`src/rtl/rca_accumulator_pkg.sv`:
```
// -----------------------------------------------------------------------------
// rca_accumulator_pkg
// Shared definitions for the streaming ripple-carry accumulator:
//   - state_e      : accumulator FSM states (ACCUM collects beats, HOLD
//                    presents the packet result until it is taken)
//   - DEF_*_BITS   : default widths for the operand, accumulator and counter
// -----------------------------------------------------------------------------
package rca_accumulator_pkg;

  localparam int DEF_BITS       = 8;
  localparam int DEF_ACC_BITS   = 16;
  localparam int DEF_COUNT_BITS = 8;

  typedef enum logic [0:0] {
    ACCUM = 1'b0,
    HOLD  = 1'b1
  } state_e;

endpackage : rca_accumulator_pkg

```
`src/rtl/rca_accumulator_if.sv`:
```
// -----------------------------------------------------------------------------
// rca_accumulator_if
// Input stream and result bus of the accumulator.
//   in_valid/in_ready/in_data/in_last  : operand stream, one beat per handshake
//   out_valid/out_ready                : result handshake, one beat per packet
//   out_sum/out_count/out_overflow     : packet total, beat count, carry flag
// Modports:
//   slave  : the accumulator (consumes operands, produces the result)
//   master : the environment (produces operands, consumes the result)
// -----------------------------------------------------------------------------
interface rca_accumulator_if
  import rca_accumulator_pkg::*;
#(
  parameter int BITS       = DEF_BITS,
  parameter int ACC_BITS   = DEF_ACC_BITS,
  parameter int COUNT_BITS = DEF_COUNT_BITS
) ();

  logic                  in_valid;
  logic                  in_ready;
  logic [BITS-1:0]       in_data;
  logic                  in_last;
  logic                  out_valid;
  logic                  out_ready;
  logic [ACC_BITS-1:0]   out_sum;
  logic [COUNT_BITS-1:0] out_count;
  logic                  out_overflow;

  modport slave (
    input  in_valid, in_data, in_last, out_ready,
    output in_ready, out_valid, out_sum, out_count, out_overflow
  );

  modport master (
    output in_valid, in_data, in_last, out_ready,
    input  in_ready, out_valid, out_sum, out_count, out_overflow
  );

endinterface : rca_accumulator_if

```
`src/rtl/rca_accumulator_rca.sv`:
```
// -----------------------------------------------------------------------------
// rca_accumulator_rca
// Parameterized ripple-carry adder: a chain of BITS full adders.
// Ports:
//   a_i, b_i  : operands (BITS wide)
//   cin_i     : carry into bit 0
//   sum_o     : a_i + b_i + cin_i, modulo 2^BITS
//   cout_o    : carry out of the most significant bit
// -----------------------------------------------------------------------------
module rca_accumulator_rca #(
  parameter int BITS = 16
) (
  input  logic [BITS-1:0] a_i,
  input  logic [BITS-1:0] b_i,
  input  logic            cin_i,
  output logic [BITS-1:0] sum_o,
  output logic            cout_o
);

  logic [BITS:0]   carry_s;
  logic [BITS-1:0] sum_s;

  // Full-adder chain; carry_s[i] is the carry into bit i.
  always_comb begin
    carry_s    = {(BITS+1){1'b0}};
    sum_s      = {BITS{1'b0}};
    carry_s[0] = cin_i;
    for (int i = 0; i < BITS; i++) begin
      sum_s[i]     = a_i[i] ^ b_i[i] ^ carry_s[i];
      carry_s[i+1] = (a_i[i] & b_i[i]) | (carry_s[i] & (a_i[i] ^ b_i[i]));
    end
  end

  assign sum_o  = sum_s;
  assign cout_o = carry_s[BITS];

endmodule : rca_accumulator_rca

```
`src/rtl/rca_accumulator.sv`:
```
// -----------------------------------------------------------------------------
// rca_accumulator
// Sums a packet of unsigned BITS-wide operands into an ACC_BITS-wide total
// using the ripple-carry adder, and emits one registered result per packet.
// Ports:
//   clk  : rising-edge clock
//   rst  : synchronous active-high reset (drops any partial or pending packet)
//   bus  : slave side of rca_accumulator_if (operand stream + result beat)
// Behaviour:
//   ACCUM : in_ready=1; each handshake adds the operand, bumps the saturating
//           beat counter and ORs the adder carry into the sticky overflow.
//           A beat with in_last moves to HOLD.
//   HOLD  : out_valid=1 with the totals held steady; out_ready clears the
//           totals and returns to ACCUM.
// All outputs come straight from registers or the state register.
// -----------------------------------------------------------------------------
module rca_accumulator
  import rca_accumulator_pkg::*;
#(
  parameter int BITS       = DEF_BITS,
  parameter int ACC_BITS   = DEF_ACC_BITS,
  parameter int COUNT_BITS = DEF_COUNT_BITS
) (
  input  logic               clk,
  input  logic               rst,
  rca_accumulator_if.slave   bus
);

  localparam logic [COUNT_BITS-1:0] COUNT_MAX = {COUNT_BITS{1'b1}};

  state_e                state_q, state_d;
  logic [ACC_BITS-1:0]   acc_q,   acc_d;
  logic [COUNT_BITS-1:0] count_q, count_d;
  logic                  ovf_q,   ovf_d;

  logic [ACC_BITS-1:0]   operand_s;
  logic [ACC_BITS-1:0]   add_sum_s;
  logic                  add_cout_s;
  logic                  in_hs_s;

  // Operand is zero-extended to the accumulator width.
  assign operand_s = ACC_BITS'(bus.in_data);

  rca_accumulator_rca #(
    .BITS (ACC_BITS)
  ) u_rca (
    .a_i    (acc_q),
    .b_i    (operand_s),
    .cin_i  (1'b0),
    .sum_o  (add_sum_s),
    .cout_o (add_cout_s)
  );

  assign in_hs_s = bus.in_valid & (state_q == ACCUM);

  // Next-state logic for the FSM, accumulator, beat counter and sticky flag.
  always_comb begin
    state_d = state_q;
    acc_d   = acc_q;
    count_d = count_q;
    ovf_d   = ovf_q;
    case (state_q)
      ACCUM: begin
        if (in_hs_s) begin
          acc_d = add_sum_s;
          ovf_d = ovf_q | add_cout_s;
          // Counter saturates instead of wrapping on very long packets.
          if (count_q != COUNT_MAX) begin
            count_d = count_q + COUNT_BITS'(1);
          end else begin
            count_d = count_q;
          end
          if (bus.in_last) begin
            state_d = HOLD;
          end else begin
            state_d = ACCUM;
          end
        end else begin
          state_d = ACCUM;
        end
      end
      HOLD: begin
        if (bus.out_ready) begin
          state_d = ACCUM;
          acc_d   = {ACC_BITS{1'b0}};
          count_d = {COUNT_BITS{1'b0}};
          ovf_d   = 1'b0;
        end else begin
          state_d = HOLD;
        end
      end
      default: begin
        state_d = ACCUM;
        acc_d   = {ACC_BITS{1'b0}};
        count_d = {COUNT_BITS{1'b0}};
        ovf_d   = 1'b0;
      end
    endcase
  end

  // State and datapath registers with synchronous reset.
  always_ff @(posedge clk) begin
    if (rst) begin
      state_q <= ACCUM;
      acc_q   <= {ACC_BITS{1'b0}};
      count_q <= {COUNT_BITS{1'b0}};
      ovf_q   <= 1'b0;
    end else begin
      state_q <= state_d;
      acc_q   <= acc_d;
      count_q <= count_d;
      ovf_q   <= ovf_d;
    end
  end

  assign bus.in_ready     = (state_q == ACCUM);
  assign bus.out_valid    = (state_q == HOLD);
  assign bus.out_sum      = acc_q;
  assign bus.out_count    = count_q;
  assign bus.out_overflow = ovf_q;

endmodule : rca_accumulator

```
`src/flat_wrapper.sv`:
```
// flat-port wrapper written by rule: the top's interface ports become plain ports
module rca_accumulator_flat import rca_accumulator_pkg::*;
#(
  parameter int BITS       = DEF_BITS,
  parameter int ACC_BITS   = DEF_ACC_BITS,
  parameter int COUNT_BITS = DEF_COUNT_BITS
)
  (clk, rst, bus_in_valid, bus_in_data, bus_in_last, bus_out_ready, bus_in_ready, bus_out_valid, bus_out_sum, bus_out_count, bus_out_overflow);
  rca_accumulator_if #(.BITS(BITS), .ACC_BITS(ACC_BITS), .COUNT_BITS(COUNT_BITS)) bus_i ();
  input  logic clk;
  input  logic rst;
  input wire logic [$bits(bus_i.in_valid)-1:0] bus_in_valid;
  input wire logic [$bits(bus_i.in_data)-1:0] bus_in_data;
  input wire logic [$bits(bus_i.in_last)-1:0] bus_in_last;
  input wire logic [$bits(bus_i.out_ready)-1:0] bus_out_ready;
  output wire logic [$bits(bus_i.in_ready)-1:0] bus_in_ready;
  output wire logic [$bits(bus_i.out_valid)-1:0] bus_out_valid;
  output wire logic [$bits(bus_i.out_sum)-1:0] bus_out_sum;
  output wire logic [$bits(bus_i.out_count)-1:0] bus_out_count;
  output wire logic [$bits(bus_i.out_overflow)-1:0] bus_out_overflow;
  assign bus_i.in_valid = bus_in_valid;
  assign bus_i.in_data = bus_in_data;
  assign bus_i.in_last = bus_in_last;
  assign bus_i.out_ready = bus_out_ready;
  assign bus_in_ready = bus_i.in_ready;
  assign bus_out_valid = bus_i.out_valid;
  assign bus_out_sum = bus_i.out_sum;
  assign bus_out_count = bus_i.out_count;
  assign bus_out_overflow = bus_i.out_overflow;
  rca_accumulator #(.BITS(BITS), .ACC_BITS(ACC_BITS), .COUNT_BITS(COUNT_BITS)) u_core (.clk(clk), .rst(rst), .bus(bus_i));
endmodule
```
`config.mk`:
```
export PLATFORM = sky130hd
export DESIGN_NAME = rca_accumulator_flat
export DESIGN_NICKNAME = d
export VERILOG_FILES = /design/src/rtl/rca_accumulator_pkg.sv /design/src/rtl/rca_accumulator_if.sv /design/src/rtl/rca_accumulator_rca.sv /design/src/rtl/rca_accumulator.sv /design/src/flat_wrapper.sv
export SDC_FILE = /design/constraint.sdc
export NUM_CORES = 1
export LEC_CHECK = 0
export ABC_AREA = 1
export ABC_CLOCK_PERIOD_IN_PS = 6260
export BUFFER_PORTS_ARGS = -buffer_cell sky130_fd_sc_hd__buf_4
export CAP_MARGIN = 30
export CORE_AREA = 5 5 50 85
export DETAILED_ROUTE_END_ITERATION = 6
export DIE_AREA = 0 0 55 90
export HOLD_SLACK_MARGIN = 0.15
export PLACE_DENSITY = 0.68
export SYNTH_ARGS = -nofsm -noshare
export SYNTH_HDL_FRONTEND = slang
export SYNTH_SLANG_ARGS = --single-unit
```
`constraint.sdc`:
```
create_clock -name clk -period 6.26 [get_ports clk]
set_clock_uncertainty 0.15 [all_clocks]
set_input_delay 0.626 -clock clk [delete_from_list [all_inputs] [get_ports clk]]
set_output_delay 0.626 -clock clk [all_outputs]
set_load 0.02 [all_outputs]
```
### Word level (Yosys, flattened, before mapping)

Cells that the tools add are included.

| storage, ports and cells | value |
|---|---|
| bits in registers | 26 |
| output and inout port bits | 27 |
| logic and storage cells | 81 |

| cells by class | value |
|---|---|
| add/sub/neg operators | 1 |
| equal/unequal tests | 4 |
| multiplexer cells | 14 |
| bitwise operators | 56 |
| reduce and logical (&&, ||, !) cells | 2 |

Operators with widths:

| kind | number |
|---|---|
| $mux 16 | 2 |
| $pmux 16 s2 | 1 |
| $and 1x1->1 | 24 |
| $mux 8 | 3 |
| $xor 1x1->1 | 23 |
| $pmux 8 s2 | 1 |
| $add 8x1->8 const B | 1 |
| $ne 8x8->1 const B | 1 |
| $or 1x1->1 | 8 |
| $mux 1 | 5 |
| $ne 2x1->1 const B | 2 |
| $pmux 1 s2 | 2 |
| $reduce_and 3->1 | 1 |
| $ne 2x2->1 const B | 1 |
| $reduce_and 2->1 | 1 |
| $not 1->1 | 1 |

### Depth between registers and ports, before layout

Gate-level depths: netlist of the first run.

| depth | value |
|---|---|
| depth after elaboration | 26 |
| mapped depth | 20 |
| mapped depth without buffers | 20 |

### Hierarchy

Synthesis of the first run repeated with hierarchy kept, for this count alone.

| unflattened totals | value |
|---|---|
| cells, all modules | 188 |
| area total of the unflattened synthesis | 1575.3 um2 |

By module, submodules not included:

| module | times used | cells an instance | area each (um2) | sequential area each (um2) |
|---|---|---|---|---|
| rca_accumulator | 1 | 162 | 1217.4 | 520.5 |
| rca_accumulator_rca | 1 | 26 | 357.8 | 0.0 |

### Worst setup path after synthesis of the first run

Ideal clock, no wire load.

| path | value |
|---|---|
| path kind | input -> register |
| start | in bus_in_data[0] |
| end | reg u_core.acc_q[15] (netlist: u_core.bus.out_sum[15]) |
| library setup time | 0.135 ns |
| arrival | 4.502 ns |
| data required time | 5.975 ns |
| setup slack | 1.473 ns |
| stages on the path | 20 |
| path buffers | 0 |
| cell sequence | ha_1 > inv_1 > fa_1 > fa_1 > fa_1 > fa_1 > fa_1 > fa_1 > inv_1 > fa_1 > ha_1 > ha_1 > ha_1 > ha_1 > ha_1 > ha_1 > ha_1 > ha_1 > nand3_1 > a21oi_1 |

| on the way | value |
|---|---|
| longest elaborated chain between the ends | 25 |

RTL lines:

| item | line | source |
|---|---|---|
| from (decl) | flat_wrapper.sv:13 | `input wire logic [$bits(bus_i.in_data)-1:0] bus_in_data;` |
| $and 1x1->1 (2 in a row) | rca_accumulator_rca.sv:30 | `carry_s[i+1] = (a_i[i] & b_i[i]) \| (carry_s[i] & (a_i[i] ^ b_i[i]));` |
| $or 1x1->1 | rca_accumulator_rca.sv:30 |  |
| $and 1x1->1 | rca_accumulator_rca.sv:30 |  |
| $or 1x1->1 | rca_accumulator_rca.sv:30 |  |
| $and 1x1->1 | rca_accumulator_rca.sv:30 |  |
| $or 1x1->1 | rca_accumulator_rca.sv:30 |  |
| $and 1x1->1 | rca_accumulator_rca.sv:30 |  |
| $or 1x1->1 | rca_accumulator_rca.sv:30 |  |
| [2 not listed] | - |  |
| $and 1x1->1 | rca_accumulator_rca.sv:30 |  |
| $or 1x1->1 | rca_accumulator_rca.sv:30 |  |
| $and 1x1->1 | rca_accumulator_rca.sv:30 |  |
| $or 1x1->1 | rca_accumulator_rca.sv:30 |  |
| $and 1x1->1 (7 in a row) | rca_accumulator_rca.sv:30 |  |
| $xor 1x1->1 | rca_accumulator_rca.sv:29 | `sum_s[i] = a_i[i] ^ b_i[i] ^ carry_s[i];` |
| $mux 16 | rca_accumulator.sv:64 | `if (in_hs_s) begin` |
| $pmux 16 s2 | rca_accumulator.sv:62 | `case (state_q)` |
| to (signal assigned) | rca_accumulator.sv:105 | `acc_q <= {ACC_BITS{1'b0}};` |
| to (decl) | rca_accumulator.sv:32 | `logic [ACC_BITS-1:0] acc_q, acc_d;` |

No other way between the ends. The select of a mux whose other input is x is not followed.
A chain may end at the register's enable or synchronous reset.

### Worst setup path after layout of the first run

Ends and elaborated chain as after synthesis.

==> qor.yml, run 1 <==
run_status:
  status: "complete, no violations"
finish:
  drive_above_1_share_pct: 23.2
  nets: 264
  area_growth_pct: 24.3
  final_cells: 279
  n_antenna_cell: 0
power:
  p_int_uw: 266
  netSwitchingFraction_pct: 29.1
  p_sw_uw: 109
  pwr-share-clk_pct: 28.3
  p_leak_nw: 0.936
  pwr_density_cell_nw_per_um2: 200
  power.share.combinational_pct: 23.5
  vdd_drop_max_uv: 181
  power_frac_seq_pct: 48.1
clock_tree:
  postCtsSetupRepairBufs: 0
  clk_pin_slew_ps: 90
  cts_tree: "yes"
  cts_resized: 0
  h-tree-depth: 1
  clk_latency_ps: 260
  cts_root_buf: "clkbuf_8"
  cts_buffer_depth: 2
  postCtsHoldBufs: 0
  numCtsBuffers: 3
  clock_sinks: 26
route:
  drtAntennaViolNets: 0
  routed-via-count: 1336
  firstDrtPassIters: 4
  drc_errors: 0
  viasPerCell: 4.79
  first_iter_violations: 25
  wire_per_inst_um: 11.6
  routed_wl_um: 3240
synth:
  ys.flop_type: "dfxtp_1"
  syn_inst: 196
  synth.area.top_cells: "dfxtp_1, fa_1, inv_1"
  syn_avg_cell_area_um2: 7.70
  yosys-top-cells-count: "inv_1, nand2_1, dfxtp_1, nand3_1, nor2_1"
  yosys_warnings: 0
  ys_seq_elements: 26
  syn_nets: 226
  synth-seq-area-share_pct: 34.5
  synth_edf_count: 0
  synth.cell_area_um2: 1510
  netlist.area_leader.share_pct: 34.5
  ys_async_sr_fraction_pct: 0
  yosysTopAreaCell: "dfxtp_1"
  synth_cell_type_count: 23
floorplanning:
  rows: 29
  ios: 40
  start_util_pct: 42.9
  die_area_um2: 4950
  coreArea_um2: 3520
  die_h_um: 90
  fp.dieW_um: 55
global_route:
  antenna_found_initial: 0
  grt_usage_pct: 14.6
  grt.overflow.total: 0
  grt_pass1_vias: 1311
  grt_max_degree: 21
  grt_pass1_wl_um: 5550
critical_path:
  crit_type: "in -> reg"
  startpoint_type: "input port"
  required_ps: 6260
  r2r-start: "u_core.bus.out_sum[0]"
  crit_chain: "buf_4, ha_1, inv_1, fa_1, fa_1, fa_1, fa_1, fa_1, fa_1, inv_1, fa_1, ha_1, ha_1, ha_1, ha_1, ha_1, ha_1, ha_1, ha_1, nand3_1, a21oi_1"
  path_max_fanout: 1
  reg2regPathDepth: 20
  rrSetupSlack_ps: 1550
  crit_slowest_cell: "fa_1"
  path_common_cell: "ha_1"
  cp_data_arrival_time_ps: 4760
  r2r_end: "u_core.bus.out_sum[15]"
  cp-end-kind: "register"
  slowest_delay_ps: 390
sta:
  hold_viol: 0
  period_minus_slack_ps: 4760
  slew_headroom_pct: 77.0
  drv_slew: 0
  fin_crit_sh_pct: 76.0
  max_freq_ghz: 0.210
  worstMarginPinSlew_ps: 345
  setup_violations: 0
  rsz0062_at_grt: "false"
  setup_slack_ps: 1500
  fin_setup_tns_ps: 0
placed_design:
  io_buffers: 39
  dp_hpwl_um: 2550
  gp_congestion: 0.774
  placedCellCount: 275
  dp_slack_ps: 1200
run:
  maxCapViolations: 0
worst_hold_path:
  min-delay-start: "u_core.bus.out_sum[12]"
  holdPathEnd: "u_core.bus.out_sum[12]"
  whs_path_depth: 2
  hp-class: "reg -> reg"
state kept, by name (all words and copies together), names as in the netlist:
name,count
u_core.bus.out_count,8
u_core.bus.out_overflow,1
u_core.bus.out_sum,16
u_core.bus.out_valid,1
placed cells by master (no fill, tap or decap):
master,count
a21oi_1,11
a21oi_2,2
a21oi_4,1
buf_4,39
clkbuf_8,4
dfxtp_1,26
fa_1,7
ha_1,10
inv_1,37
inv_2,3
nand2_1,37
nand2_2,2
nand2_8,2
nand3_1,19
nand3b_1,1
nor2_1,18
nor2_2,1
nor3_1,2
o211ai_1,2
o21ai_0,2
o21ai_1,1
o22ai_1,6
critical path, delay by kind of cell:
family                   cells  cell delay, ps
adder cells (fa/ha/maj)     16            3790
buffers and inverters        3             200
AND/OR/NAND/NOR              1              80
AO/OA/AOI/OAI                1              70
worst max path at each step:
stage / start / to / slack [ps] / depth (start not counted)
after floorplan: bus_in_data[0] / u_core.bus.out_sum[15] / 1470 / 20
after global placement: bus_in_data[0] / u_core.bus.out_sum[15] / 1290 / 21
after detailed placement: bus_in_data[0] / u_core.bus.out_sum[15] / 1200 / 21
after CTS: bus_in_data[0] / u_core.bus.out_sum[15] / 1480 / 21
after global routing: bus_in_data[0] / u_core.bus.out_sum[15] / 1320 / 21
final: bus_in_data[0] / u_core.bus.out_sum[15] / 1500 / 21
power groups by stage:
stage          clock [mW]  combinational (mW)  sequential, mW
5_1_grt             0.117              0.0992           0.182
3_3_place_gp            0              0.0887           0.185
3_5_place_dp            0              0.0895           0.185
2_1_floorplan           0              0.0515           0.194
4_1_cts             0.111              0.0897           0.181
6_report            0.107              0.0884           0.181
cell type report:
class                   instances  area (um^2)
flip-flops and latches         26          520
inverters                      40          150
multi-input cells             124          800
fillers                       355         1640
repair buffers                 39          293
clock buffers                   4         55.1
well taps                      46         57.6
metal layers:
layer	up-vias	part of all wire, %	GRT usage (%)
met5	-	0	0
met3	8	4.4	1.82
met2	39	51	25.5
met1	600	41	16.5
met4	0	2.9	6.49
li1	689	-	-
kinds of logic (layout without fill, tap and decap cells):
group	after synthesis	in the layout	synth area share (%)
flip-flops	26	26	34.5
AO/OA/AOI/OAI	25	25	10.4
buffers and inverters	46	83	12.5
adder cells (fa/ha/maj)	17	17	17.6
AND/OR/NAND/NOR	82	82	25.0
stage by stage:
step	hold slack [ps]	power [mW]	utilization, %	instance area [um^2]
after detailed placement	328	0.274	51.7	1820
after CTS	345	0.382	53.3	1880
after global placement	323	0.273	51.7	1820
after floorplan	401	0.245	-	1510
final	341	0.376	53.3	1880
after global routing	370	0.399	53.3	1880
No activity file was read; power rests on OpenSTA's default activity.
==> run 2: changes to the inputs <==
--- a/config.mk
+++ b/config.mk
@@ -5,15 +5,15 @@
 export SDC_FILE = /design/constraint.sdc
 export NUM_CORES = 1
 export LEC_CHECK = 0
-export ABC_AREA = 1
-export ABC_CLOCK_PERIOD_IN_PS = 6260
+export ABC_AREA = 0
+export ABC_CLOCK_PERIOD_IN_PS = 4500
 export BUFFER_PORTS_ARGS = -buffer_cell sky130_fd_sc_hd__buf_4
 export CAP_MARGIN = 30
-export CORE_AREA = 5 5 50 85
+export CORE_AREA = 5 5 49 83
 export DETAILED_ROUTE_END_ITERATION = 6
-export DIE_AREA = 0 0 55 90
+export DIE_AREA = 0 0 54 88
 export HOLD_SLACK_MARGIN = 0.15
-export PLACE_DENSITY = 0.68
+export PLACE_DENSITY = 0.69
 export SYNTH_ARGS = -nofsm -noshare
 export SYNTH_HDL_FRONTEND = slang
 export SYNTH_SLANG_ARGS = --single-unit
==> constraint.sdc (replaced) <==
create_clock -name clk -period 4.5 [get_ports clk]
set_clock_uncertainty 0.15 [all_clocks]
set_input_delay 0.45 -clock clk [delete_from_list [all_inputs] [get_ports clk]]
set_output_delay 0.45 -clock clk [all_outputs]
set_load 0.02 [all_outputs]
==> run 2 against run 1 <==
Against the previous run:
- non-clock buffer count increased by 2
- largest power group unchanged
- cell count decreased by 16%
- largest cell class unchanged
- critical path type is now reg -> reg
- die area decreased by 4.0%
- global-route usage increased by 1.4 points
- hold slack got worse by 79 ps
- via count decreased by 8.7%
- final area increased by 3.9%
==> qor.yml, run 2 <==
run_status:
  status: "complete, no violations"
finish:
  final_util_pct: 58.5  # +5.2 points
  final_cell_area_um2: 1950  # +3.9%
  largest_register_ff_count: 16  # unchanged
  n_antenna_cell: 0  # unchanged
  drive_above_1_share_pct: 39.7  # +17 points
  final_common_cell: "buf_4"
  nets: 220  # -17%
  n_fill_cell: 291  # -18%
  mostFrequentLayoutCells: "buf_4, nor2_1, dfxtp_1, inv_1, a21oi_1"
  multiInputGateArea_um2: 947  # +18%
  final_cells: 234  # -16%
  area_growth_pct: 35.4
  regArea_um2: 522  # +0.24%
critical_path:
  cp-end-kind: "register"
  cp_data_arrival_time_ps: 4400  # -360 ps
  reg2regPathDepth: 20  # unchanged
  startpoint_type: "register"
  crit_type: "reg -> reg"
  required_ps: 4510  # -1750 ps
  path_max_fanout: 2  # +1
placed_design:
  postPlaceCellArea_um2: 1770  # -2.7%
  dp_hpwl_um: 2470  # -3.3%
  dp_slack_ps: -269  # -1470 ps
  io_buffers: 39  # unchanged
  gp_congestion: 0.861  # +11%
  placedCellCount: 230  # -16%
sta:
  fin_crit_sh_pct: 97.5
  slew_headroom_pct: 60.1  # -17 points
  setup_violations: 0  # unchanged
  whs_ps: 262  # -79.3 ps
  fin_setup_tns_ps: 0  # unchanged
  hold_viol: 0  # unchanged
  period_minus_slack_ps: 4390
  drv_slew: 0  # unchanged
  worstMarginPinSlew_ps: 586  # +241 ps
  rsz0062_at_grt: "true"
  max_freq_ghz: 0.228
  setup_slack_ps: 111  # -1390 ps
run:
  maxCapViolations: 0  # unchanged
power:
  power_frac_seq_pct: 48.7  # +0.6 points
  p_sw_uw: 148  # +36%
  pwr-share-clk_pct: 29.2  # +0.9 points
  p_leak_nw: 0.803  # -14%
  power_uw: 520  # +38%
  netSwitchingFraction_pct: 28.5  # -0.57 points
  power.share.combinational_pct: 22.2  # -1.3 points
  p_int_uw: 371  # +39%
  pwr_density_cell_nw_per_um2: 267  # +33%
  vdd_drop_max_uv: 206  # +14%
synth:
  yosys_warnings: 0  # unchanged
  syn_inst: 151  # -23%
  netlist.area_leader.share_pct: 36.2  # +1.7 points
  syn_nets: 181  # -20%
  synth.most_common_cell: "nor2_1"
  synth_mux_area_share_pct: 3.65  # +3.7 points
  syn_avg_cell_area_um2: 9.53  # +24%
  synth_xor_area_share_pct: 0  # unchanged
  yosysTopAreaCell: "dfxtp_1"
  synth_compound_area_share_pct: 17.1  # +6.8 points
  yosys.area_share.simple_pct: 17.2  # -7.8 points
  yosys-top-cells-count: "nor2_1, dfxtp_1, inv_1, a21oi_1, a22oi_1"
  ys_seq_elements: 26  # unchanged
  synth_edf_count: 0  # unchanged
  synth.area.top_cells: "dfxtp_1, fa_1, ha_1"
  synth-seq-area-share_pct: 36.2  # +1.7 points
  synth_top_family_by_area: "adder cells"
  ys_async_sr_fraction_pct: 0  # unchanged
  synth-adder-area-share_pct: 18.4  # +0.86 points
  synth_cell_type_count: 33  # +43%
  synth.cell_area_um2: 1440  # -4.6%
  ys.flop_type: "dfxtp_1"
global_route:
  grt.overflow.total: 0  # unchanged
  grt.met1_usage_pct: 15.4  # -1.1 points
  grt_pass1_vias: 1358  # +3.6%
  grt_pass1_wl_um: 5750  # +3.7%
  antenna_found_initial: 0  # unchanged
  use_met3_pct: 2.73  # +0.90 points
  grt_max_degree: 28  # +33%
  use_met2_pct: 31.1  # +5.6 points
  busiest_layer: "met2"
  grt_usage_pct: 16.0  # +1.4 points
route:
  firstDrtPassIters: 4  # unchanged
  wire_per_inst_um: 14.2  # +22%
  routed-via-count: 1220  # -8.7%
  drtAntennaViolNets: 0  # unchanged
  routed_wl_um: 3320  # +2.7%
  viasPerCell: 5.21  # +8.9%
  drc_errors: 0  # unchanged
  first_iter_violations: 42  # +68%
worst_hold_path:
  whs_path_depth: 3  # +1
  hp-class: "in -> reg"
floorplanning:
  start_util_pct: 43.2  # +0.36 points
  die_h_um: 88  # -2.2%
  fp.dieW_um: 54  # -1.8%
  rows: 28  # -3.4%
  ios: 40  # unchanged
  coreArea_um2: 3330  # -5.4%
  die_area_um2: 4750  # -4.0%
clock_tree:
  h-tree-depth: 1  # unchanged
  numCtsBuffers: 3  # unchanged
  cts_root_buf: "clkbuf_8"
  clk_pin_slew_ps: 90  # about the same
  clk_latency_ps: 270  # about the same
  clock_sinks: 26  # unchanged
  postCtsHoldBufs: 0  # unchanged
  cts_buffer_depth: 2  # unchanged
  cts_tree: "yes"
[run 2: cell count changes in the layout (fill, tap and decap cells not counted), moves of 3 or more]
cell and delta:
a22oi_1 +10, fa_1 -7, fa_2 +7, ha_1 -9, ha_4 +9, inv_1 -23
mux2i_1 +3, nand2_1 -33, nand3_1 -14, nor2_1 +10, o22ai_1 -6
[run 2: repair_timing]
item | in CTS | in global routing
setup buffers | 0 | 0
pin swaps | 11 | 11
endpoints found under the setup margin | 1 | 3
gates resized for setup | 22 | 0
[run 2: worst paths after layout]
kind	slack, ps	endpoint	start
worst max-delay path	110	u_core.bus.out_sum[15]	u_core.bus.out_sum[0]
worst min-delay path	260	u_core.bus.out_valid	bus_in_last
worst max register to register	110	u_core.bus.out_sum[15]	u_core.bus.out_sum[0]
worst min register to register	370	u_core.bus.out_overflow	u_core.bus.out_overflow
[run 2: cell type report]
class	count	area share, %
well taps	45	2.89
multi-input cells	102	48.6
clock buffers	4	2.83
inverters	16	3.08
repair buffers	41	15.8
flip-flops and latches	26	26.8
[run 2: cells by family after synthesis]
logic type,count (synthesis)
AOI/OAI and AO/OA,31
adders and majority gates,17
buffers and inverters,23
DFF,26
muxes,4
and+or+nand+nor,50
[run 2: layer usage]
| metal | up-vias | share of wire (%) |
|---|---|---|
| li1 | 598 | - |
| met5 | - | 0 |
| met4 | 0 | 2.0 |
| met1 | 589 | 37 |
| met3 | 7 | 4.5 |
| met2 | 26 | 56 |
[run 2: power groups by stage]
| stage | logic, mW | clock network (mW) | registers, mW |
|---|---|---|---|
| 3_5_place_dp | 0.113 | 0 | 0.257 |
| 2_1_floorplan | 0.0629 | 0 | 0.267 |
| 3_3_place_gp | 0.108 | 0 | 0.257 |
| 4_1_cts | 0.118 | 0.158 | 0.253 |
| 6_report | 0.115 | 0.152 | 0.253 |
| 5_1_grt | 0.131 | 0.167 | 0.255 |
[run 2: worst max-delay path: stages, from the launching register on]
cell	delay, ps
dfxtp_2	370
ha_4	130
inv_2	30
fa_2	340
fa_2	370
fa_2	340
fa_2	340
fa_2	350
fa_2	340
inv_2	60
fa_2	200
ha_4	130
ha_4	120
ha_4	120
ha_4	120
ha_4	130
ha_4	130
ha_4	130
ha_4	190
a22oi_2	140
nor2_1	50
